===== src/rtl/seq_alu.sv =====
// Registered W-bit ALU with valid/ready handshakes on both sides.
// Single-cycle ops complete at the accept edge; MUL is a W-iteration shift-add.
`timescale 1ns/1ps
module seq_alu #(
  parameter int W  = 32,
  parameter int SW = $clog2(W)
) (
  input  logic         clk,
  input  logic         rst_n,
  input  logic         in_valid,
  output logic         in_ready,
  input  logic [3:0]   op,
  input  logic [W-1:0] a,
  input  logic [W-1:0] b,
  output logic         out_valid,
  input  logic         out_ready,
  output logic [W-1:0] result,
  output logic         zero,
  output logic         negative,
  output logic         carry,
  output logic         overflow
);

  localparam int CW = SW + 1;
  localparam logic [3:0] OP_MUL = 4'b1011;

  typedef enum logic {IDLE, MUL} state_e;

  state_e         state_q, state_d;
  logic           out_valid_q, out_valid_d;
  logic [W-1:0]   result_q, result_d;
  logic           zero_q, zero_d;
  logic           negative_q, negative_d;
  logic           carry_q, carry_d;
  logic           overflow_q, overflow_d;
  logic [W-1:0]   mcand_q, mcand_d;
  logic [W-1:0]   mplier_q, mplier_d;
  logic [W-1:0]   acc_q, acc_d;
  logic [CW-1:0]  cnt_q, cnt_d;

  logic           accept;
  logic [W:0]     sum_ext;
  logic [W-1:0]   alu_res;
  logic           alu_carry;
  logic           alu_ovf;
  logic [SW-1:0]  sh;

  assign in_ready = (state_q == IDLE) && (!out_valid_q || out_ready);
  assign accept   = in_valid && in_ready;
  assign sh       = b[SW-1:0];
  assign sum_ext  = {1'b0, a} + {1'b0, b};

  // NOTE: every always_comb output gets a default before the case so no latch is inferred.
  always_comb begin
    alu_res   = '0;
    alu_carry = 1'b0;
    alu_ovf   = 1'b0;
    unique case (op)
      4'b0000: alu_res = a;
      4'b0001: alu_res = ~a;
      4'b0010: begin
        alu_res   = sum_ext[W-1:0];
        alu_carry = sum_ext[W];
        alu_ovf   = (a[W-1] == b[W-1]) && (sum_ext[W-1] != a[W-1]);
      end
      4'b0011: begin
        alu_res   = a - b;
        alu_carry = (a < b);
        alu_ovf   = (a[W-1] != b[W-1]) && (alu_res[W-1] != a[W-1]);
      end
      4'b0100: alu_res = a | b;
      4'b0101: alu_res = a & b;
      4'b0110: alu_res = a ^ b;
      4'b0111: alu_res = {{(W-1){1'b0}}, ($signed(a) < $signed(b))};
      4'b1000: alu_res = a << sh;
      4'b1001: alu_res = a >> sh;
      4'b1010: alu_res = $signed(a) >>> sh;
      default: alu_res = '0;
    endcase
  end

  always_comb begin
    state_d     = state_q;
    out_valid_d = out_valid_q;
    result_d    = result_q;
    zero_d      = zero_q;
    negative_d  = negative_q;
    carry_d     = carry_q;
    overflow_d  = overflow_q;
    mcand_d     = mcand_q;
    mplier_d    = mplier_q;
    acc_d       = acc_q;
    cnt_d       = cnt_q;

    // A consumed result drops valid unless something completes on this same edge.
    if (out_valid_q && out_ready) out_valid_d = 1'b0;

    unique case (state_q)
      IDLE: begin
        if (accept) begin
          if (op == OP_MUL) begin
            mcand_d  = a;
            mplier_d = b;
            acc_d    = '0;
            cnt_d    = '0;
            state_d  = MUL;
          end else begin
            result_d    = alu_res;
            zero_d      = (alu_res == '0);
            negative_d  = alu_res[W-1];
            carry_d     = alu_carry;
            overflow_d  = alu_ovf;
            out_valid_d = 1'b1;
          end
        end
      end
      MUL: begin
        if (cnt_q == CW'(W)) begin
          result_d    = acc_q;
          zero_d      = (acc_q == '0);
          negative_d  = acc_q[W-1];
          carry_d     = 1'b0;
          overflow_d  = 1'b0;
          out_valid_d = 1'b1;
          state_d     = IDLE;
        end else begin
          if (mplier_q[0]) acc_d = acc_q + mcand_q;
          mcand_d  = mcand_q << 1;
          mplier_d = mplier_q >> 1;
          cnt_d    = cnt_q + 1'b1;
        end
      end
      default: state_d = IDLE;
    endcase
  end

  // NOTE: sequential state uses non-blocking assignments so all flops update together.
  always_ff @(posedge clk) begin
    if (!rst_n) begin
      state_q     <= IDLE;
      out_valid_q <= 1'b0;
      result_q    <= '0;
      zero_q      <= 1'b0;
      negative_q  <= 1'b0;
      carry_q     <= 1'b0;
      overflow_q  <= 1'b0;
      mcand_q     <= '0;
      mplier_q    <= '0;
      acc_q       <= '0;
      cnt_q       <= '0;
    end else begin
      state_q     <= state_d;
      out_valid_q <= out_valid_d;
      result_q    <= result_d;
      zero_q      <= zero_d;
      negative_q  <= negative_d;
      carry_q     <= carry_d;
      overflow_q  <= overflow_d;
      mcand_q     <= mcand_d;
      mplier_q    <= mplier_d;
      acc_q       <= acc_d;
      cnt_q       <= cnt_d;
    end
  end

  assign out_valid = out_valid_q;
  assign result    = result_q;
  assign zero      = zero_q;
  assign negative  = negative_q;
  assign carry     = carry_q;
  assign overflow  = overflow_q;

endmodule


===== config.mk =====
export PLATFORM = sky130hd
export DESIGN_NAME = seq_alu
export DESIGN_NICKNAME = d
export VERILOG_FILES = /design/src/rtl/seq_alu.sv
export SDC_FILE = /design/constraint.sdc
export NUM_CORES = 1
export LEC_CHECK = 0
export BUFFER_PORTS_ARGS = -buffer_cell sky130_fd_sc_hd__clkbuf_2
export CELL_PAD_IN_SITES_DETAIL_PLACEMENT = 1
export CELL_PAD_IN_SITES_GLOBAL_PLACEMENT = 1
export CORE_MARGIN = 2
export CORE_UTILIZATION = 40
export DETAILED_ROUTE_END_ITERATION = 10
export GPL_TIMING_DRIVEN = 0
export PLACE_DENSITY_LB_ADDON = 0.08
export SKIP_CTS_REPAIR_TIMING = 1
export SYNTH_ARGS = -nofsm -noshare
export SYNTH_HDL_FRONTEND = slang
export SYNTH_SLANG_ARGS = --single-unit

===== constraint.sdc =====
create_clock -name clk -period 11.9 [get_ports clk]
set_clock_uncertainty 0.15 [all_clocks]
set_input_delay 2.38 -clock clk [delete_from_list [all_inputs] [get_ports clk]]
set_output_delay 2.38 -clock clk [all_outputs]
set_load 0.05 [all_outputs]

==> flow_summary_export.csv, run 1 <==
group,metric,value,unit
cts,cts_made_buffers,17,
placed_design,dp_hpwl,89.8,mm
logic_synthesis,avgSynthCellArea,7.49,um^2
setup_path,crit_start,"b[3]",
logic_synthesis,yosysUniqueCellTypes,90,
power_and_ir_drop,p_sw,830,uW
logic_synthesis,synth_nets,2667,
floorplan,chipHeight,218,um
cts,cts_root_buffer,"clkbuf_16",
timing,fmax,0.0987,GHz
timing,setup_violations,0,
logic_synthesis,synth_edf_count,0,
power_and_ir_drop,power_density,93.1,nW/um^2
logic_synthesis,ys_seq_area_share,15.2,%
finish,finalNonFillerCells,3190,
floorplan,io_pins,110,
logic_synthesis,ys_warn_count,0,
placed_design,place_inst,3153,
power_and_ir_drop,ir_drop,79.4,uV
timing,worst_pin_slew,1.50,ns
power_and_ir_drop,swShare,44.0,%
timing,fin_setup_tns,0,ns
finish,drive_gt1_share,10.9,%
placed_design,post-place-ws,1.75,ns
hold_path,hold_end,"result[27]",
route,vias_per_cell,7.14,
timing,timing.hold.ws,0.335,ns
cts,max-clock-path-buffers,2,
global_routing,grt_pass1_vias,22100,
global_routing,grt_max_degree,17,
setup_path,worst_ep_arrival_time,10.36,ns
global_routing,grt_antenna_before_repair,3,
cts,cts_tree,"done",
cts,htree_levels,4,
logic_synthesis,synth.top_cell.area_share,15.2,%
finish,fill_cells,5760,
hold_path,hp-start,"result[27]",
timing,finalCritPeriodShare,85.2,%
route,firstDrtPassIters,8,
placed_design,port_buffers,107,
setup_path,r2r-start,"state_q",
cts,clock-sinks,139,
floorplan,die_x,218,um
hold_path,hp-class,"reg -> reg",
logic_synthesis,synthArstFlopShare,0,%
power_and_ir_drop,power.leakage,0.00892,uW
status,status,"finished with violations",
logic_synthesis,yosys.area.top_type,"dfxtp_1",
timing,layout_min_cycle_time,10.14,ns
route,dr.first_iter.drc_count,3332,
setup_path,r2r_slack,7.26,ns
floorplan,start_util,40.5,%
route,wirelength,112,mm
global_routing,grt-ovfl-total,0,
logic_synthesis,synth_area,18300,um^2
timing,finalMaxSlewViolations,5,
setup_path,r2r_cells,12,
setup_path,r2r_end,"zero",
power_and_ir_drop,p_comb_share,42.8,%
status,violations,"capacitance limit, slew limit",
timing,relSlewSlack,-1.30,%
power_and_ir_drop,p_clk_share,30.7,%
setup_path,crit_type,"in -> reg",
logic_synthesis,synthTopCellsByArea,"dfxtp_1, ha_1, mux4_2",
route,drc,0,
cts,clk_pin_slew_worst_paths,0.07,ns
floorplan,die_area,47500,um^2
finish,area_growth,10.6,%
timing,report.final.hold_viol_count,0,
timing,rsz0062_at_grt,"no",
setup_path,crit_path_start_kind,"input port",
hold_path,whs_path_depth,2,
floorplan,core,45300,um^2
route,post_drt_wl_per_cell,35.1,um
setup_path,cp_data_required_time,12.13,ns
flow_run,cap_violations,1,
logic_synthesis,ys_ff_latch,139,
logic_synthesis,ys.flop_type,"dfxtp_1",
global_routing,grt_util_all_layers,46.1,%
floorplan,row_count,78,
setup_path,cp-end-kind,"flip-flop",
route,vias,22800,
logic_synthesis,netlist_instances,2445,
route,drtAntennaViolNets,0,
power_and_ir_drop,internal_power,1060,uW
finish,final_nets,2794,
cts,clk_latency,0.46,ns
setup_path,critPathMaxFanout,11,
timing,worst_slack,1.76,ns
power_and_ir_drop,power_frac_seq,26.5,%
placed_design,gp_congestion,1.04,
global_routing,grt_pass1_wl,159,mm
finish,final_util,44.7,%
[per-stage QoR]
stage	total power, uW	cell area, um^2
after floorplan	965	18300
after global placement	1250	19600
after detailed placement	1270	19600
after CTS	1830	20200
after global routing	1920	20200
final	1890	20300
[how the worst max path moves through the flow]
stage	to	slack [ns]
floorplan	zero	4.64
global placement	zero	1.72
detailed placement	zero	1.75
CTS	zero	2.20
global route	zero	2.02
finish	zero	1.76
[layout make-up]
cell class | instances | area, um^2 | share of cell area (%)
antenna | 5 | 12.5 | 0.0618
buffer | 221 | 890 | 4.39
clock buffer | 20 | 447 | 2.21
clock inverter | 12 | 163 | 0.803
inverter | 111 | 417 | 2.06
multi-input combinational | 1974 | 14300 | 70.4
sequential | 139 | 2780 | 13.7
tap | 600 | 751 | 3.71
timing repair buffer | 108 | 543 | 2.68
[per-layer routing]
metal | vias up | GRT usage (%) | routed length [um]
met5 | - | 0 | 14
met4 | 2 | 23.9 | 6910
met3 | 362 | 13.3 | 14000
met2 | 1600 | 64.6 | 44800
met1 | 11400 | 63.3 | 46200
li1 | 9438 | - | -
[worst max-delay path, stage by stage]
cell	delay (ns)
clkbuf_2	0.14
buf_2	0.27
clkinv_1	0.39
clkbuf_1	0.77
clkbuf_1	0.63
clkbuf_1	0.94
ha_1	0.44
inv_1	0.17
nor3_1	0.10
a21oi_1	0.65
nand2b_1	0.29
a221o_1	0.41
a211oi_1	0.59
o21ai_0	0.20
or4_1	0.61
or4_1	0.58
or4_1	0.55
o31ai_2	0.23
[cell usage in the layout (no fill, tap or decap), types with 19 or more instances in the layout]
| cell type | count |
|---|---|
| nand2_1 | 250 |
| nor2_1 | 184 |
| clkbuf_1 | 160 |
| ha_1 | 147 |
| a21oi_1 | 144 |
| dfxtp_1 | 139 |
| o21ai_0 | 136 |
| clkbuf_2 | 107 |
| o211ai_1 | 106 |
| inv_1 | 104 |
| mux2i_1 | 84 |
| o211a_1 | 69 |
| nand3_1 | 57 |
| nor3_1 | 51 |
| nor2b_1 | 48 |
| mux4_2 | 45 |
| a22oi_1 | 38 |
| a21o_1 | 37 |
| and2_1 | 34 |
| a211oi_1 | 34 |
| mux2_2 | 31 |
| buf_1 | 30 |
| nand2b_1 | 30 |
| xnor2_1 | 29 |
| buf_2 | 27 |
| a31oi_1 | 25 |
| nand4_1 | 25 |
| o22ai_1 | 25 |
| o221ai_1 | 22 |
| nor4_1 | 21 |
| o31ai_1 | 20 |
| a221o_1 | 19 |
[sequential cells by signal, summed over array words and instances (netlist names), 6 cells and up]
signal / cells
mplier_q: 32
result: 32
mcand_q: 32
cnt_q: 6
acc_q: 32
[power groups by stage]
stage	registers [uW]	clock network [uW]	logic, uW
after global placement	508	0	745
after global routing	501	592	828
final	500	579	807
after floorplan	538	0	427
after CTS	499	571	763
after detailed placement	509	0	757
[kinds of logic (layout without fill, tap and decap cells)]
logic type                 after synthesis  count (layout)  share of synthesized area, %
xor gates and xnor gates                46              46                          2.20
and+or+nand+nor                        775             775                          20.3
AOI/OAI and AO/OA                      843             843                          32.8
buffers and inverters                  332             472                          7.13
muxes                                  160             160                          12.0
other                                    0               5                             0
adders and majority gates              150             150                          10.4
DFF                                    139             139                          15.2
[synth_stat cells, types with 11 or more instances]
cell	count
a211o_1	11
a211oi_1	34
a21boi_0	15
a21o_1	37
a21oi_1	144
a221o_1	19
a221oi_1	15
a22oi_1	38
a31oi_1	25
a32oi_1	12
and2_1	34
and3_1	13
buf_1	30
buf_2	27
clkbuf_1	158
dfxtp_1	139
ha_1	147
inv_1	104
mux2_2	31
mux2i_1	84
mux4_2	45
nand2_1	250
nand2b_1	30
nand3_1	57
nand4_1	25
nor2_1	184
nor2b_1	48
nor3_1	52
nor4_1	22
o211a_1	69
o211ai_1	106
o21a_1	12
o21ai_0	136
o21bai_1	13
o221ai_1	22
o22ai_1	25
o31ai_1	20
or2_2	11
xnor2_1	29
xor2_1	17
Power figures use the tool's default switching activity.
==> run 2, diff against run 1 <==
CORE_ASPECT_RATIO = 1.1   (was not set)
CORE_MARGIN = not set   (was 2)
==> run 2 against run 1 <==
Effect of this change: the flow finishes with violations (slew limit); cell count shrank 0.85%; clock power shrank 14%; hold slack lost 0.019 ns; power shrank 4.6%; fmax grew 4.5%; clock-buffer cell count shrank 3; first-iteration DRC count shrank 32%; combinational power shrank 0.6%; global-route usage grew 1.1 points; via count shrank 1.1%; non-clock buffer count is the same; utilization grew 0.22 points; critical endpoint unchanged; largest power group unchanged.
==> flow_summary_export.csv, run 2 (same netlist as run 1, synthesis figures left out) <==
group,metric,value,unit
setup_path,r2r_slack,7.33,ns
setup_path,path_cells,"clkbuf_2, buf_2, clkinv_1, clkbuf_1, clkbuf_1, clkbuf_1, ha_1, inv_1, nor3_1, a21oi_1, nand2b_1, a221o_1, a211oi_1, o21ai_0, or4_1, or4_1, or4_1, o31ai_2",
timing,fmax,0.103,GHz
cts,clk_pin_slew_worst_paths,0.06,ns
cts,clock-sinks,139,
floorplan,io_pins,110,
route,firstDrtPassIters,7,
hold_path,hp-class,"reg -> reg",
placed_design,post-place-ws,2.02,ns
finish,final_common_cell,"nand2_1",
setup_path,cp-end-kind,"flip-flop",
setup_path,worst_ep_arrival_time,9.92,ns
timing,worst_pin_slew,1.51,ns
finish,fill_cells,5675,
timing,finalCritPeriodShare,81.5,%
timing,finalMaxSlewViolations,2,
global_routing,grt_pass1_wl,158,mm
cts,cts_tree,"done",
placed_design,gp_congestion,1.04,
cts,clk_latency,0.45,ns
timing,layout_min_cycle_time,9.70,ns
setup_path,crit_end,"zero",
setup_path,crit_family,"buffers and inverters",
route,post_drt_wl_per_cell,35.4,um
global_routing,grt_max_degree,17,
setup_path,r2r_end,"zero",
finish,seq_area,2780,um^2
timing,setup_violations,0,
timing,relSlewSlack,-0.436,%
finish,drive_gt1_share,10.8,%
timing,worst_slack,2.20,ns
route,drc,0,
setup_path,crit_type,"in -> reg",
floorplan,core,44800,um^2
status,status,"finished with violations",
setup_path,slowest_stage,"clkbuf_1",
setup_path,worst-path-stages,18,
setup_path,crit_start,"b[3]",
route,vias,22500,
global_routing,grt_antenna_before_repair,5,
cts,htree_levels,4,
timing,rsz0062_at_grt,"no",
setup_path,r2r-start,"state_q",
finish,area_growth,9.93,%
finish,most-common-layout-cells,"nand2_1, nor2_1, clkbuf_1",
cts,cts_made_buffers,17,
finish,multi_input_area,14200,um^2
power_and_ir_drop,power.leakage,0.00889,uW
power_and_ir_drop,power_density,89.4,nW/um^2
flow_run,cap_violations,0,
floorplan,start_util,40.9,%
power_and_ir_drop,ir_drop,111,uV
floorplan,row_count,81,
route,vias_per_cell,7.12,
finish,final_nets,2794,
cts,cts_root_buffer,"clkbuf_16",
setup_path,critPathMaxFanout,11,
cts,max-clock-path-buffers,2,
setup_path,path_buf_inv,7,
setup_path,r2r_cells,12,
setup_path,cpPeakStageDelay,0.94,ns
route,dr.first_iter.drc_count,2275,
floorplan,chipHeight,226,um
timing,fin_setup_tns,0,ns
placed_design,port_buffers,107,
setup_path,crit_path_start_kind,"input port",
setup_path,cp_data_required_time,12.12,ns
route,drtAntennaViolNets,0,
global_routing,grt_pass1_vias,22700,
global_routing,grt-ovfl-total,0,
route,wirelength,112,mm
status,violations,"slew limit",
finish,diodes,0,
placed_design,dp_hpwl,90.5,mm
floorplan,die_area,46700,um^2
floorplan,die_x,206,um
hold_path,hp-start,"result[19]",
global_routing,grt_util_all_layers,47.1,%
timing,report.final.hold_viol_count,0,
-- run 2: changes by cell type in the layout (fill, tap and decap cells not counted) --
cell / previous run / this run
clkbuf_8: 1 / 0
clkinv_2: 0 / 4
diode_2: 5 / 0
clkbuf_1: 160 / 158
nor3_1: 51 / 52
clkinv_4: 0 / 2
nor3_2: 1 / 0
bufinv_16: 3 / 1
inv_6: 4 / 0
-- run 2: cell type report --
class,instances,area share [%]
plain buffers,221,4.42
clock buffers,17,2.11
clock inverters,12,0.522
inverters,111,2.07
multi-input cells,1974,70.8
flip-flops and latches,139,13.8
well taps,581,3.61
repair buffers,108,2.70
-- run 2: per-layer routing --
metal	track usage [%]	up-vias	wire, um
li1	-	9442	-
met1	53.2	11200	40500
met2	76.7	1439	50900
met3	9.30	492	10100
met4	38.8	2	10400
met5	0	-	12
-- run 2: where the power goes --
| group | internal, uW | leakage [uW] | switching (uW) | total (uW) |
|---|---|---|---|---|
| clock | 281 | 0.000248 | 218 | 499 |
| sequential | 485 | 0.00113 | 14.5 | 499 |
| combinational | 234 | 0.00751 | 568 | 802 |
| total | 1000 | 0.00889 | 800 | 1800 |
-- run 2: worst reg2reg max path, delay by kind of cell, from the launching register on --
family,cells,cell delay [ns]
AND/OR/NAND/NOR,6,2.67
flip-flops,1,0.31
buffers and inverters,2,0.65
AO/OA/AOI/OAI,4,0.72
-- run 2: worst min-delay path by stage --
stage                 end  slack, ns  depth (start not counted)
4_1_cts        result[19]       0.32                          2
6_report       result[19]       0.32                          2
3_3_place_gp   result[20]       0.31                          2
3_5_place_dp   result[19]       0.31                          2
2_1_floorplan   acc_q[31]       0.31                          2
5_1_grt        result[19]       0.34                          2
-- run 2: stage by stage --
stage | hold slack, ns | std cells | power, uW | utilization [%] | cell area [um^2]
global route | 0.338 | 3163 | 1830 | 45.0 | 20100
CTS | 0.317 | 3163 | 1750 | 44.9 | 20100
finish | 0.316 | 3163 | 1800 | 45.0 | 20100
detailed placement | 0.311 | 3134 | 1270 | 43.8 | 19600
floorplan | 0.312 | 2445 | 965 | - | 18300
global placement | 0.305 | 3133 | 1250 | 43.7 | 19600
